**src/rtl/cache_fill_arbiter_pkg.sv**
```systemverilog
`default_nettype none
// ============================================================================
//  Module      : cache_fill_arbiter_pkg
//  Description : Shared types and constants for the cache line fill arbiter.
//  Revision    : 1.0 - initial release
// ============================================================================
package cache_fill_arbiter_pkg;

    typedef enum logic [1:0] {
        IDLE = 2'd0,
        REQ  = 2'd1,
        RESP = 2'd2,
        DONE = 2'd3
    } fill_state_e;

    typedef enum logic [1:0] {
        INSTR = 2'd0,
        DATA1 = 2'd1,
        DATA2 = 2'd2
    } requester_id_t;

    localparam int          BEATS            = 8;
    localparam int          LINE_BITS        = BEATS * 64;
    localparam int          LINE_OFFSET_BITS = 6;
    localparam logic [12:0] READ_TAG         = 13'h1100;

endpackage
`default_nettype wire

```
**src/rtl/cache_fill_arbiter_rr_arbiter3.sv**
```systemverilog
`default_nettype none
// ============================================================================
//  Module      : rr_arbiter3
//  Description : Combinational three-way round-robin pick, searching from the
//                requester after last_grant.
//  Revision    : 1.0 - initial release
// ============================================================================
module rr_arbiter3
    import cache_fill_arbiter_pkg::*;
(
    input  logic [2:0]    req_valid,
    input  requester_id_t last_grant,
    output logic [2:0]    grant,
    output requester_id_t grant_id
);

    int w_cand;

    // Scan farthest candidate first so the nearest pending one wins.
    always_comb begin
        grant    = 3'b000;
        grant_id = INSTR;
        w_cand   = 0;
        for (int i = 3; i >= 1; i--) begin
            w_cand = (int'(last_grant) + i) % 3;
            if (req_valid[w_cand]) begin
                grant    = 3'b001 << w_cand;
                grant_id = requester_id_t'(w_cand[1:0]);
            end
        end
    end

endmodule
`default_nettype wire

```
**src/rtl/cache_fill_arbiter.sv**
```systemverilog
`default_nettype none
// ============================================================================
//  Module      : cache_fill_arbiter
//  Description : Round-robin owner of the memory bus for instruction/data cache
//                misses; fetches one line per grant and returns it with a pulse.
//  Revision    : 1.0 - initial release
// ============================================================================
module cache_fill_arbiter #(
    parameter int                       ADDR_WIDTH     = 64,
    parameter int                       BUS_DATA_WIDTH = 64,
    parameter int                       BUS_TAG_WIDTH  = 13,
    parameter int                       BEATS          = cache_fill_arbiter_pkg::BEATS,
    parameter logic [BUS_TAG_WIDTH-1:0] READ_TAG       = BUS_TAG_WIDTH'(cache_fill_arbiter_pkg::READ_TAG)
) (
    input  logic                            clk,
    input  logic                            reset,
    input  logic [2:0]                      req_valid,
    input  logic [ADDR_WIDTH-1:0]           req_addr0,
    input  logic [ADDR_WIDTH-1:0]           req_addr1,
    input  logic [ADDR_WIDTH-1:0]           req_addr2,
    output logic [2:0]                      fill_valid,
    output logic [ADDR_WIDTH-1:0]           fill_addr,
    output logic [BEATS*BUS_DATA_WIDTH-1:0] fill_line,
    output logic                            busy,
    output logic                            bus_reqcyc,
    input  logic                            bus_reqack,
    output logic [BUS_DATA_WIDTH-1:0]       bus_req,
    output logic [BUS_TAG_WIDTH-1:0]        bus_reqtag,
    input  logic                            bus_respcyc,
    output logic                            bus_respack,
    input  logic [BUS_DATA_WIDTH-1:0]       bus_resp,
    input  logic [BUS_TAG_WIDTH-1:0]        bus_resptag
);
    import cache_fill_arbiter_pkg::*;

    localparam logic [1:0] c_ST_IDLE = IDLE;
    localparam logic [1:0] c_ST_REQ  = REQ;
    localparam logic [1:0] c_ST_RESP = RESP;
    localparam logic [1:0] c_ST_DONE = DONE;

    localparam int c_CNT_W = (BEATS > 1) ? $clog2(BEATS) : 1;
    localparam logic [ADDR_WIDTH-1:0] c_LINE_MASK =
        ~(ADDR_WIDTH'((64'd1 << LINE_OFFSET_BITS) - 64'd1));

    logic [1:0]                      r_state;
    requester_id_t                   r_owner;
    logic [2:0]                      r_owner_oh;
    requester_id_t                   r_last_grant;
    logic [ADDR_WIDTH-1:0]           r_addr;
    logic [c_CNT_W-1:0]              r_count;
    logic [2:0]                      r_fill_valid;
    logic [ADDR_WIDTH-1:0]           r_fill_addr;
    logic [BEATS*BUS_DATA_WIDTH-1:0] r_fill_line;
    logic                            r_bus_reqcyc;
    logic [BUS_DATA_WIDTH-1:0]       r_bus_req;
    logic [BUS_TAG_WIDTH-1:0]        r_bus_reqtag;
    logic                            r_bus_respack;

    logic [2:0]            w_grant;
    requester_id_t         w_grant_id;
    logic [ADDR_WIDTH-1:0] w_sel_addr;
    logic [ADDR_WIDTH-1:0] w_aligned;
    logic                  w_beat_ok;
    logic                  w_last_beat;

    rr_arbiter3 u_rr_arbiter3 (
        .req_valid  (req_valid),
        .last_grant (r_last_grant),
        .grant      (w_grant),
        .grant_id   (w_grant_id)
    );

    always_comb begin
        w_sel_addr = req_addr0;
        case (w_grant_id)
            DATA1:   w_sel_addr = req_addr1;
            DATA2:   w_sel_addr = req_addr2;
            default: w_sel_addr = req_addr0;
        endcase
    end

    assign w_aligned   = w_sel_addr & c_LINE_MASK;
    assign w_beat_ok   = bus_respcyc && (bus_resptag == READ_TAG);
    assign w_last_beat = (r_count == c_CNT_W'(BEATS - 1));

    always_ff @(posedge clk) begin
        if (reset) begin
            r_state       <= c_ST_IDLE;
            r_owner       <= INSTR;
            r_owner_oh    <= 3'b000;
            r_last_grant  <= DATA2;
            r_addr        <= '0;
            r_count       <= '0;
            r_fill_valid  <= 3'b000;
            r_fill_addr   <= '0;
            r_fill_line   <= '0;
            r_bus_reqcyc  <= 1'b0;
            r_bus_req     <= '0;
            r_bus_reqtag  <= '0;
            r_bus_respack <= 1'b0;
        end else begin
            r_fill_valid  <= 3'b000;
            r_bus_respack <= 1'b0;
            case (r_state)
                c_ST_IDLE: begin
                    if (|req_valid) begin
                        r_owner      <= w_grant_id;
                        r_owner_oh   <= w_grant;
                        r_addr       <= w_aligned;
                        r_bus_reqcyc <= 1'b1;
                        r_bus_req    <= BUS_DATA_WIDTH'(w_aligned);
                        r_bus_reqtag <= READ_TAG;
                        r_state      <= c_ST_REQ;
                    end
                end
                c_ST_REQ: begin
                    if (bus_reqack) begin
                        r_bus_reqcyc <= 1'b0;
                        r_bus_req    <= '0;
                        r_bus_reqtag <= '0;
                        r_state      <= c_ST_RESP;
                    end
                end
                c_ST_RESP: begin
                    // The fill_line register doubles as the line buffer.
                    if (w_beat_ok) begin
                        r_fill_line[r_count*BUS_DATA_WIDTH +: BUS_DATA_WIDTH] <= bus_resp;
                        r_bus_respack <= 1'b1;
                        r_count       <= r_count + 1'b1;
                        if (w_last_beat) begin
                            r_fill_valid <= r_owner_oh;
                            r_fill_addr  <= r_addr;
                            r_state      <= c_ST_DONE;
                        end
                    end
                end
                default: begin
                    r_last_grant <= r_owner;
                    r_count      <= '0;
                    r_state      <= c_ST_IDLE;
                end
            endcase
        end
    end

    assign fill_valid  = r_fill_valid;
    assign fill_addr   = r_fill_addr;
    assign fill_line   = r_fill_line;
    assign busy        = (r_state != c_ST_IDLE);
    assign bus_reqcyc  = r_bus_reqcyc;
    assign bus_req     = r_bus_req;
    assign bus_reqtag  = r_bus_reqtag;
    assign bus_respack = r_bus_respack;

endmodule
`default_nettype wire

```
**config.mk**
```make
export PLATFORM = sky130hd
export DESIGN_NAME = cache_fill_arbiter
export DESIGN_NICKNAME = d
export VERILOG_FILES = /design/src/rtl/cache_fill_arbiter_pkg.sv /design/src/rtl/cache_fill_arbiter_rr_arbiter3.sv /design/src/rtl/cache_fill_arbiter.sv
export SDC_FILE = /design/constraint.sdc
export NUM_CORES = 1
export LEC_CHECK = 0
export ABC_CLOCK_PERIOD_IN_PS = 5450
export BUFFER_PORTS_ARGS = -buffer_cell sky130_fd_sc_hd__buf_2
export CORE_AREA = 2 2 367 369
export CTS_CLUSTER_SIZE = 40
export DETAILED_ROUTE_END_ITERATION = 10
export DIE_AREA = 0 0 369 371
export SYNTH_ARGS = -nofsm -noshare
export SYNTH_HDL_FRONTEND = slang
export SYNTH_SLANG_ARGS = --single-unit
```
**constraint.sdc**
```tcl
create_clock -name clk -period 5.45 [get_ports clk]
set_input_delay 1.09 -clock clk [delete_from_list [all_inputs] [get_ports clk]]
set_output_delay 1.09 -clock clk [all_outputs]
set_load 0.05 [all_outputs]
```
Word-level counts from Yosys, hierarchy flattened --
Index checks and enable logic that the tools add are counted.
Word-level totals: word-level logic and storage cells 92, register bits after elaboration 722, input bits 276, output and inout port bits 659
Cells by class: add/sub/neg operators 5, reduce and logical (&&, ||, !) cells 15, magnitude comparators 3, div/mod/pow operators 3, eq/ne operators 10, shift-type cells 5, mux-type cells 34, bitwise operators 4
Operator list (count):
- 512-bit bitwise mux | 1
- 64-bit by 34-bit variable shift with 512-bit output, first input constant | 1
- 64-bit by 34-bit variable part select with 512-bit output | 1
- 64-bit case mux with 2 select lines | 2
- 64-bit two-way mux | 2
- 32-bit by 4-bit < comparator with 1-bit output, second input constant | 3
- 32-bit by 3-bit remainder unit with 32-bit output, second input constant | 3
- 1-bit by 32-bit left shift with 3-bit output, first input constant | 3
- 9-bit negator with 34-bit output | 1
- 13-bit two-way mux | 2
- 13-bit case mux with 2 select lines | 1
- 2-bit two-way mux | 7
- 13-bit equality test, second input constant | 1
- 3-bit two-way mux | 4
- 1-bit two-way mux | 9
- 2-bit != test, second input constant | 4
- 2-bit by 2-bit adder with 3-bit output, second input constant | 2
- 1-bit binary-select mux with 2-bit select | 3
- 2-bit case mux with 3 select lines | 1
- 3-bit case mux with 2 select lines | 1
- 2-bit AND reduction | 3
- 3-bit AND reduction | 2
- 3-bit OR reduction | 2
- 2-bit by 1-bit equality test with 1-bit output, second input constant | 2
- other kinds (12) | 18

Longest topological paths before layout --
Gate-level depths: netlist of the first run.
depth in word-level cells 12, depth in mapped cells 15, gate-level depth less buffers 12

Cells and area by module --
A second synthesis of the first run with hierarchy kept.
Second synthesis, totals: cell total of the unflattened synthesis 3317, area total of the unflattened synthesis 28960.3 µm²
By module, submodules not included:
- cache_fill_arbiter | cells each 3281, area each 28712.5 µm², times used 1, seq. area each 14073.5 µm²
- rr_arbiter3 | cells each 36, area each 247.7 µm², times used 1, seq. area each 0.0 µm²

Worst setup path after synthesis of the first run --
No wires, ideal clock.
path type in2reg, start input port req_valid[1], end register r_bus_req[44], in the netlist bus_req[44], stages 11, arrival 2.938 ns, data required time 5.384 ns, buffers on the path 2, slack 2.447 ns, library setup time 0.066 ns, path through mux2_2 nand3_1 a21oi_1 nor2_1 ha_1 clkbuf_1 buf_1 a22oi_1 o21ai_0 a22oi_1 nor2_1
Between the ends: cells in the longest elaborated chain, start to end 10, elaborated cells between the ends (all ways) 20, classes of those cells 3 x eq/ne; 15 x mux; 2 x reduce/logical
Ends and longest elaborated chain:
- start: declaration | line cache_fill_arbiter.sv:17 | input logic [2:0] req_valid,
- 1-bit binary-select mux with 2-bit select | line cache_fill_arbiter_rr_arbiter3.sv:26 | if (req_valid[w_cand]) begin
- 1-bit two-way mux (implied by the code) (2 in series) | line cache_fill_arbiter_rr_arbiter3.sv:26
- 2-bit two-way mux (3 in series) | line cache_fill_arbiter_rr_arbiter3.sv:26
- 2-bit equality test / 2-bit by 1-bit equality test with 1-bit output (equally long branches) | line cache_fill_arbiter.sv:75 | case (w_grant_id)
- 64-bit case mux with 2 select lines | line cache_fill_arbiter.sv:75
- 64-bit two-way mux | line cache_fill_arbiter.sv:106 | if (|req_valid) begin
- 64-bit case mux with 2 select lines | line cache_fill_arbiter.sv:104 | case (r_state)
- end signal: assignment | line cache_fill_arbiter.sv:111 | r_bus_req <= BUS_DATA_WIDTH'(w_aligned);
- end: declaration | line cache_fill_arbiter.sv:55 | logic [BUS_DATA_WIDTH-1:0] r_bus_req;
Several ways; a longest one is shown, not always the timed one. The select of a mux whose other input is x is not followed. A chain may end at the register's enable or synchronous reset.

Final worst setup path of the first run --
start register r_last_grant[0], end register r_addr[9]
Between the ends: cells in the longest elaborated chain, start to end 10, elaborated cells between the ends (all ways) 21, classes of those cells 3 x add/sub; 3 x div; 2 x eq/ne; 13 x mux
Ends and longest elaborated chain:
- start: declaration | line cache_fill_arbiter.sv:48 | requester_id_t r_last_grant;
- start signal: assignment | line cache_fill_arbiter.sv:138 | r_last_grant <= r_owner;
- 2-bit by 2-bit adder with 3-bit output | line cache_fill_arbiter_rr_arbiter3.sv:25 | w_cand = (int'(last_grant) + i) % 3;
- 32-bit by 3-bit remainder unit with 32-bit output | line cache_fill_arbiter_rr_arbiter3.sv:25
- 1-bit binary-select mux with 2-bit select | line cache_fill_arbiter_rr_arbiter3.sv:26
- 1-bit two-way mux (implied by the code) (2 in series) | line cache_fill_arbiter_rr_arbiter3.sv:26
- 2-bit two-way mux (2 in series) | line cache_fill_arbiter_rr_arbiter3.sv:26
- 2-bit two-way mux * | line cache_fill_arbiter_rr_arbiter3.sv:26
- 2-bit equality test / 2-bit by 1-bit equality test with 1-bit output (equally long branches) | line cache_fill_arbiter.sv:75
- 64-bit case mux with 2 select lines * | line cache_fill_arbiter.sv:75
- end signal: assignment | line cache_fill_arbiter.sv:109 | r_addr <= w_aligned;
- end: declaration | line cache_fill_arbiter.sv:49 | logic [ADDR_WIDTH-1:0] r_addr;
Every way passes the cells marked *; elsewhere a longest branch is shown, timed or not. The select of a mux whose other input is x is not followed.

==> summary.md, run 1 <==
| Metric | Value |
|---|---|
| Outcome | complete, no violations |
| Final Wtd Congestion | 0.845 |
| Htree depth | 3 |
| Share of cells above drive strength 1 | 0.272 |
| Pwr Total | 13,800 µW |
| CP cell instances | inv_1, ha_1, and4b_1, a32oi_1, a21oi_1, nor2_1, inv_1, ha_2, buf_4, a22oi_1, o21ai_0, buf_4, nand2_1, a21oi_1 |
| Vias in the first global route | 24,500 |
| CTS tree | yes |
| Cell count after synthesis | 3,219 |
| Clock skew | 0.0285 ns |
| Port Buffers | 893 |
| RR Startpoint | r_last_grant[0] |
| Post-Layout Cell Count | 5,792 |
| Post-DR wirelength/cell | 22.0 µm |
| Crit end category | flop |
| Final Max Slew Viols | 0 |
| Worst path depth | 14 |
| Die area | 137,000 µm² |
| Chip width | 369 µm |
| Max_cap viols | 0 |
| Hold path startpoint | fill_addr[21] |
| Critical path class | reg -> reg |
| Global route total overflow | 0 |
| Filler instances | 14,600 |
| DR pass1 iterations | 5 |
| DP HPWL | 90.0 mm |
| Worst Path Required | 6.03 ns |
| Worst Setup Start Kind | flop |
| Relative slew slack | 0.179 |
| RR Endpoint | r_addr[9] |
| # nets final | 4,252 |
| Final Cell Area | 34,700 µm² |
| HP Class | reg -> reg |
| Slew @ Worst Pin | 1.23 ns |
| Synth warn | 0 |
| Final Hold Vio Count | 0 |
| Setup repair after global routing missed its margin | no |
| First-pass GRT wire length | 176 mm |
| Reg2Reg Depth | 14 |
| Worst reg-to-reg setup slack | 1.64 ns |
| Leakage power | 0.0141 µW |
| Final setup viols | 0 |
| Via count | 26,200 |
| Fin crit period | 3.81 ns |
| Period Utilization, post-route | 0.698 |
| CP max-delay cell | ha_2 |
| # clock sinks | 702 |
| Global Route Usage Sum | 0.177 |
| Most common cell after layout, fill and taps aside | buf_2 |
| Setup ws final | 1.64 ns |
| Worst Setup EP | r_addr[9] |
| Layout area overhead | 33.4% |
| Initial cell density of the core | 0.196 |
| Flops & latches, synth | 702 |
| Vias/cell | 4.52 |
| Setup bufs post-CTS | 0 |
| Mapped Avg Cell Area | 8.08 µm² |
| Die Y | 371 µm |
| Routed WL | 127 mm |
| Detailed Route Iter0 Violations | 2,108 |
| Peak supply drop | 0.275 mV |
| Core area | 133,000 µm² |
| Critical path launch point | r_last_grant[0] |
| CP Buf/Inv Count | 4 |
| Worst skew pair latency | 0.69 ns |
| Placed Cells | 5,645 |
| Post-CTS resize count | 0 |
| Root buffer cell | clkbuf_16 |
| TritonCTS Buffers | 80 |
| Cell Area, Synth | 26,000 µm² |
| Pwr per Cell Area | 397 nW/µm² |
| Antenna violations before repair | 9 |
| Placed inst area | 32,000 µm² |
| # rows | 134 |
| IO Count | 935 |
| Pre-CTS setup slack | 1.13 ns |
| Worst Hold Depth | 2 |
| TNS Setup | 0 ns |
| Critical Path AT | 4.39 ns |
| CP max FO | 36 |
| Largest net degree at the start of global routing | 190 |
| Final ANT Viol Nets | 0 |
| Clk slew on worst S/H paths | 0.07 ns |
| FMAX | 0.263 GHz |
| Worst path top cell family by delay | adder cells |
| Sequential fraction of the synthesis area | 0.541 |
| CTS Hold Bufs | 0 |
| Distinct cells, synth | 47 |
| Most frequent cells in the layout | buf_2, nand2_1, dfxtp_1, a21oi_1, nand3_1 |
| Critical path's largest stage delay | 0.55 ns |
| CTS Buffer Depth | 3 |
| DRC | 0 |
==> where the power goes <==
group	internal [µW]	switching [µW]	total, µW	leakage, µW
Clock	3180	2340	5520	0.00128
Combinational	658	2050	2710	0.00715
Sequential	5400	149	5550	0.00567
Total	9230	4550	13800	0.0141
==> per-layer routing <==
metal	track usage	routed length, µm	vias to the layer above
met2	0.300	60800	1160
met3	0.0453	10600	183
li1	-	-	12400
met5	0	38	-
met4	0.0660	4180	6
met1	0.214	51600	12400
==> per-stage QoR <==
stage / hold slack (ns) / utilization
global placement: 0.437 / 0.241
CTS: 0.448 / 0.261
finish: 0.447 / 0.261
floorplan: 0.431 / -
global route: 0.463 / 0.261
detailed placement: 0.442 / 0.241
==> synth_stat cells, drive strengths merged <==
cell / count / area share
nand2: 832 / 0.12
dfxtp: 702 / 0.54
a21oi: 418 / 0.080
nand3: 387 / 0.074
o21ai: 276 / 0.053
clkbuf: 198 / 0.029
a22oi: 118 / 0.034
buf: 107 / 0.025
nor2: 78 / 0.011
ha: 17 / 0.0082
inv: 14 / 0.0020
nor3: 10 / 0.0019
nand4: 6 / 0.0019
and2: 5 / 0.0012
and4: 5 / 0.0017
mux2i: 5 / 0.0019
and3: 4 / 0.00096
nand2b: 4 / 0.00096
nor4: 4 / 0.0015
nor3b: 3 / 0.00087
nor4b: 3 / 0.0016
o211ai: 3 / 0.00087
a211o: 2 / 0.00067
and4b: 2 / 0.00077
nor4bb: 2 / 0.00077
a211oi: 1 / 0.00029
a221oi: 1 / 0.00034
a31oi: 1 / 0.00024
a32oi: 1 / 0.00034
and3b: 1 / 0.00034
conb: 1 / 0.00014
mux2: 1 / 0.00043
nand4b: 1 / 0.00034
nand4bb: 1 / 0.00043
nor2b: 1 / 0.00024
o211a: 1 / 0.00039
o21bai: 1 / 0.00029
or2: 1 / 0.00024
or4: 1 / 0.00043
==> registers in the layout (all words and copies together), names as in the netlist <==
| name | count |
|---|---|
| fill_addr | 58 |
| fill_line | 512 |
| bus_reqtag | 1 |
| r_addr | 58 |
| r_count | 3 |
| bus_req | 58 |
| fill_valid | 3 |
| r_owner | 2 |
| r_last_grant | 2 |
| r_owner_oh | 2 |
| bus_respack | 1 |
| r_state | 2 |
==> area by class of cell <==
class,count,area [µm²],area share
timing repair buffer,941,4950,0.143
tap,1768,2210,0.0638
multi-input combinational,2220,10700,0.309
clock inverter,35,483,0.0139
inverter,14,60.1,0.00173
sequential,702,14100,0.405
clock buffer,107,2170,0.0627
antenna,5,12.5,0.000361
==> cell families (layout without fill, tap and decap cells) <==
family,count (synthesis),in the layout,share of synthesized area
compound gates,823,823,0.171
fa+ha+maj,17,17,0.00818
buf+inv,319,1097,0.0556
flops,702,702,0.541
mux,6,6,0.00236
other cells,1,28,0.000144
simple gates,1351,1351,0.222
==> worst min-delay path by stage <==
stage	end	slack [ns]
floorplan	fill_valid[0]	0.43
detailed placement	fill_addr[24]	0.44
global route	fill_line[175]	0.46
finish	fill_addr[21]	0.45
CTS	fill_addr[24]	0.45
global placement	fill_addr[9]	0.44
==> worst reg2reg max path: stages (launching register included) <==
cell and delay (ns):
dfxtp_1 0.39, inv_1 0.08, ha_1 0.45, and4b_1 0.27, a32oi_1 0.07, a21oi_1 0.14, nor2_1 0.12, inv_1 0.08
ha_2 0.55, buf_4 0.47, a22oi_1 0.15, o21ai_0 0.51, buf_4 0.24, nand2_1 0.05, a21oi_1 0.15
(Power assumes the default switching activity.)
==> run 2: changes to the inputs <==
--- a/config.mk
+++ b/config.mk
@@ -5,7 +5,7 @@
 export SDC_FILE = /design/constraint.sdc
 export NUM_CORES = 1
 export LEC_CHECK = 0
-export ABC_CLOCK_PERIOD_IN_PS = 5450
+export ABC_CLOCK_PERIOD_IN_PS = 3700
 export BUFFER_PORTS_ARGS = -buffer_cell sky130_fd_sc_hd__buf_2
 export CORE_AREA = 2 2 367 369
 export CTS_CLUSTER_SIZE = 40
==> constraint.sdc (replaced) <==
create_clock -name clk -period 3.7 [get_ports clk]
set_input_delay 0.74 -clock clk [delete_from_list [all_inputs] [get_ports clk]]
set_output_delay 0.74 -clock clk [all_outputs]
set_load 0.05 [all_outputs]
==> run 2 against run 1 <==
Net effect: register-to-register slack worse by 1.3 ns; wire length increased by 0.28%; largest cell class unchanged; fmax is 12% higher; highest routed layer unchanged; clock power rose by 46%.
==> summary.md, run 2 (synthesis results as in run 1) <==
| Metric | Value |
|---|---|
| Setup ws final | 0.305 ns |
| Root buffer cell | clkbuf_16 |
| Period Utilization, post-route | 0.918 |
| FMAX | 0.295 GHz |
| Critical path class | reg -> reg |
| Worst Path Required | 4.28 ns |
| Final ANT Viol Nets | 0 |
| Core area | 133,000 µm² |
| Chip width | 369 µm |
| RR Startpoint | r_last_grant[0] |
| Hold path startpoint | bus_resp[25] |
| Share of cells above drive strength 1 | 0.282 |
| Leakage power | 0.0144 µW |
| Final Hold Vio Count | 0 |
| Outcome | complete, no violations |
| Largest net degree at the start of global routing | 187 |
| Htree depth | 3 |
| Global Route Usage Sum | 0.177 |
| Crit end category | flop |
| Final setup viols | 0 |
| DP HPWL | 90.2 mm |
| Global route total overflow | 0 |
| TritonCTS Buffers | 79 |
| Pwr per Cell Area | 579 nW/µm² |
| First-pass GRT wire length | 177 mm |
| # nets final | 4,293 |
| Layout area overhead | 35.7% |
| Setup repair after global routing missed its margin | no |
| CTS Buffer Depth | 3 |
| Fin crit period | 3.40 ns |
| Pre-CTS setup slack | 0.0971 ns |
| TNS Setup | 0 ns |
| Clk slew on worst S/H paths | 0.06 ns |
| Via count | 26,500 |
| HP Class | in -> reg |
| Max_cap viols | 0 |
| IO Count | 935 |
| Worst reg-to-reg setup slack | 0.30 ns |
| Critical path launch point | r_last_grant[0] |
| Die Y | 371 µm |
| Slew @ Worst Pin | 1.12 ns |
| Post-DR wirelength/cell | 21.9 µm |
| Initial cell density of the core | 0.196 |
| Clock skew | 0.0193 ns |
| Relative slew slack | 0.253 |
| Worst Setup Start Kind | flop |
| Detailed Route Iter0 Violations | 2,139 |
| # rows | 134 |
| DR pass1 iterations | 7 |
| Worst skew pair latency | 0.68 ns |
| Vias/cell | 4.54 |
| Critical Path AT | 3.98 ns |
| Most common cell after layout, fill and taps aside | buf_2 |
| Peak supply drop | 0.565 mV |
| Die area | 137,000 µm² |
| # clock sinks | 702 |
| CTS tree | yes |
| DRC | 0 |
| Final Wtd Congestion | 0.846 |
| Most frequent cells in the layout | buf_2, nand2_1, dfxtp_1, a21oi_1, nand3_1 |
| Vias in the first global route | 24,500 |
| Max reg flops | 512 |
| Final Max Slew Viols | 0 |
| CTS Hold Bufs | 0 |
| Routed WL | 128 mm |
| Port Buffers | 893 |
| Antenna violations before repair | 6 |
| CP max FO | 36 |
## run 2: cell count changes in the layout (fill, tap and decap cells not counted), moves of 3 or more
cell	change
buf_12	+24
buf_4	+18
clkbuf_8	+13
clkbuf_1	-8
inv_6	-6
bufinv_16	-5
inv_16	+3
## run 2: metrics by stage
| step | utilization | std cells | total power, µW | area, µm² | hold slack (ns) |
|---|---|---|---|---|---|
| 6_report | 0.266 | 5833 | 20400 | 35300 | 0.375 |
| 5_1_grt | 0.266 | 5830 | 21300 | 35300 | 0.332 |
| 4_1_cts | 0.266 | 5830 | 20700 | 35300 | 0.283 |
| 3_5_place_dp | 0.246 | 5687 | 12600 | 32600 | 0.442 |
| 3_3_place_gp | 0.246 | 5687 | 12600 | 32600 | 0.437 |
| 2_1_floorplan | - | 3241 | 10900 | 26100 | 0.431 |
## run 2: routing by layer
layer	global-route usage	vias up	routed length [µm]
met2	0.303	1220	61200
met1	0.215	12600	52300
li1	-	12500	-
met5	0	-	13
met4	0.0596	2	3630
met3	0.0452	182	10500
## run 2: timing repair
action / 4_1_cts / 5_1_grt
setup buffers: 0 / 0
resized for setup: 0 / 2
endpoints found under the hold margin: 0 / 0
setup endpoints to repair: 0 / 4
## run 2: worst max-delay path: stages, from the launching register on
cell and delay (ns):
dfxtp_1 0.38, inv_1 0.08, ha_1 0.42, nand2b_1 0.22
a32oi_1 0.24, a21oi_1 0.09, nor2_1 0.32, ha_4 0.29
buf_12 0.21, a22oi_1 0.11, o21ai_0 0.50, buf_4 0.24
nand2_1 0.05, a21oi_1 0.13
## run 2: worst paths after layout
kind	cells after the start	to
setup / recovery	13	r_addr[9]
hold / removal	3	fill_line[25]
setup reg to reg	13	r_addr[9]
hold reg to reg	2	fill_line[44]
## run 2: cell type report
type	instances	area [µm²]
clock buffers	111	2300
multi-input cells	2220	10700
fillers	14500	97500
clock inverters	32	352
diodes	3	7.51
well taps	1768	2210
flip-flops and latches	702	14100
repair buffers	983	5570
inverters	14	60.1
## run 2: where the power goes
group          internal, µW  switching [µW]
logic                  1120            3070
registers              7960             222
clock network          4550            3520
==> run 3: changes to the inputs <==
--- a/config.mk
+++ b/config.mk
@@ -5,7 +5,7 @@
 export SDC_FILE = /design/constraint.sdc
 export NUM_CORES = 1
 export LEC_CHECK = 0
-export ABC_CLOCK_PERIOD_IN_PS = 3700
+export ABC_CLOCK_PERIOD_IN_PS = 3400
 export BUFFER_PORTS_ARGS = -buffer_cell sky130_fd_sc_hd__buf_2
 export CORE_AREA = 2 2 367 369
 export CTS_CLUSTER_SIZE = 40
==> constraint.sdc (replaced) <==
create_clock -name clk -period 3.4 [get_ports clk]
set_input_delay 0.68 -clock clk [delete_from_list [all_inputs] [get_ports clk]]
set_output_delay 0.68 -clock clk [all_outputs]
set_load 0.05 [all_outputs]
==> run 3 against run 2 <==
Net effect: die area is the same; first-iteration DRC count is 1.4% lower; register-to-register slack lost 0.04 ns; sequential share of layout area fell by 0.54 points; via count shrank 0.82%; clock power grew 9.4%; cell count grew 0.60%; non-clock buffer count up 36; cell area grew 1.4%; fmax increased by 8.2%.
==> summary.md, run 3 (synthesis results as in run 1) <==
| Metric | Value |
|---|---|
| Initial cell density of the core | 0.196 |
| RR Endpoint | bus_req[41] |
| FMAX | 0.319 GHz |
| Worst reg-to-reg setup slack | 0.26 ns |
| Detailed Route Iter0 Violations | 2,109 |
| Hold path startpoint | bus_resp[50] |
| Final ANT Viol Nets | 0 |
| # nets final | 4,330 |
| Vias/cell | 4.47 |
| Die Y | 371 µm |
| Worst path top cell family by delay | compound AO/OA/AOI/OAI gates |
| RR Startpoint | r_last_grant[0] |
| Root buffer cell | clkbuf_16 |
| Slew @ Worst Pin | 1.05 ns |
| IO Count | 935 |
| Post-DR wirelength/cell | 21.8 µm |
| Final Max Slew Viols | 0 |
| Die area | 137,000 µm² |
| Htree depth | 3 |
| Routed WL | 128 mm |
| Critical path class | reg -> reg |
| Max reg flops | 512 |
| Pwr Total | 22,400 µW |
| CP cell instances | inv_1, ha_1, nand2b_1, a32oi_1, a21oi_1, nor2_2, inv_1, ha_2, buf_4, buf_4, a22oi_1, o21ai_0, a22oi_1, nor2_1 |
| Clock skew | 0.0296 ns |
| DR pass1 iterations | 5 |
| Share of cells above drive strength 1 | 0.286 |
| Antenna violations before repair | 7 |
| Setup repair after global routing missed its margin | no |
| Vias in the first global route | 24,500 |
| # rows | 134 |
| Worst Path Required | 3.92 ns |
| Most common cell after layout, fill and taps aside | buf_2 |
| Crit end category | flop |
| Final setup viols | 0 |
| Most frequent cells in the layout | buf_2, nand2_1, dfxtp_1, a21oi_1, nand3_1 |
| Pwr per Cell Area | 626 nW/µm² |
| Setup bufs post-CTS | 0 |
| Chip width | 369 µm |
| Fin crit period | 3.14 ns |
| DP HPWL | 92.4 mm |
| Relative slew slack | 0.297 |
| Worst skew pair latency | 0.69 ns |
| Worst Setup Start Kind | flop |
| Layout area overhead | 37.5% |
| Outcome | complete, no violations |
| CTS tree | yes |
| CTS Buffer Depth | 3 |
| Final Hold Vio Count | 0 |
| Core area | 133,000 µm² |
| Critical path's largest stage delay | 0.41 ns |
| HP Class | in -> reg |
| Largest net degree at the start of global routing | 180 |
| Reg2Reg Depth | 14 |
| CP max-delay cell | ha_1 |
| Worst path depth | 14 |
| # clock sinks | 702 |
| Leakage power | 0.0146 µW |
| Max_cap viols | 0 |
| Port Buffers | 893 |
| Period Utilization, post-route | 0.923 |
| Clk slew on worst S/H paths | 0.06 ns |
| First-pass GRT wire length | 176 mm |
| Final Wtd Congestion | 0.852 |
| CP Buf/Inv Count | 4 |
| Critical Path AT | 3.65 ns |
| DRC | 0 |
| Peak supply drop | 0.518 mV |
| Via count | 26,300 |
| Global route total overflow | 0 |
| Global Route Usage Sum | 0.177 |
| TNS Setup | 0 ns |
| CP max FO | 32 |
| End of the worst hold path | fill_line[50] |
| Worst Hold Depth | 3 |
| TritonCTS Buffers | 80 |
| Hold_ws | 0.307 ns |
## run 3: cell count changes in the layout (fill, tap and decap cells not counted), moves of 3 or more
cell,delta
buf_12,+16
clkinvlp_4,-3
buf_4,+20
clkinv_2,-3
clkbuf_1,+9
clkbuf_8,-7
inv_16,-4
inv_6,+3
## run 3: stage by stage
step / cells / utilization / setup slack [ns] / instance area [µm²]
3_5_place_dp: 5723 / 0.249 / -0.00733 / 33100
6_report: 5868 / 0.269 / 0.262 / 35800
5_1_grt: 5866 / 0.269 / 0.0309 / 35700
4_1_cts: 5866 / 0.269 / 0.00721 / 35700
2_1_floorplan: 3241 / - / 0.545 / 26100
3_3_place_gp: 5723 / 0.249 / 0.0686 / 33100
## run 3: worst max-delay path by stage
| stage | start | end | slack [ns] |
|---|---|---|---|
| after global placement | r_last_grant[0] | bus_req[8] | 0.07 |
| after CTS | r_last_grant[0] | bus_req[8] | 0.007 |
| final | r_last_grant[0] | bus_req[41] | 0.26 |
| after detailed placement | r_last_grant[0] | bus_req[8] | -0.007 |
| after floorplan | r_last_grant[0] | bus_req[63] | 0.54 |
| after global routing | r_last_grant[0] | bus_req[41] | 0.03 |
## run 3: report_power, final
part | switching, µW | internal [µW] | leakage [µW]
registers | 240 | 8660 | 0.00567
logic | 3350 | 1310 | 0.00770
clock network | 3780 | 5030 | 0.00128
## run 3: area by class of cell
cell class                 count  area [µm²]
antenna                        2        5.00
fill                       14500       97000
multi-input combinational   2220       10700
clock inverter                28         374
clock buffer                 115        2280
tap                         1768        2210
inverter                      14        60.1
sequential                   702       14100
timing repair buffer        1019        6040
## run 3: tightest hold or removal path: stages
cell and delay (ns):
buf_2 0.14, nand2_1 0.06, a21oi_1 0.05
## run 3: what timing repair did
item | in CTS | in global routing
cloned | 0 | 0
pin swaps | 1 | 0
setup endpoints to repair | 1 | 10
gates resized for setup | 0 | 4
hold buffers | 0 | 0
## run 3: routing by layer
metal	GRT usage	wire (µm)	part of all wire	vias up
met3	0.0511	10400	0.082	210
met1	0.211	52100	0.41	12400
met5	0	0	0	-
met4	0.0766	5340	0.042	0
met2	0.296	59900	0.47	1081
li1	-	-	-	12500
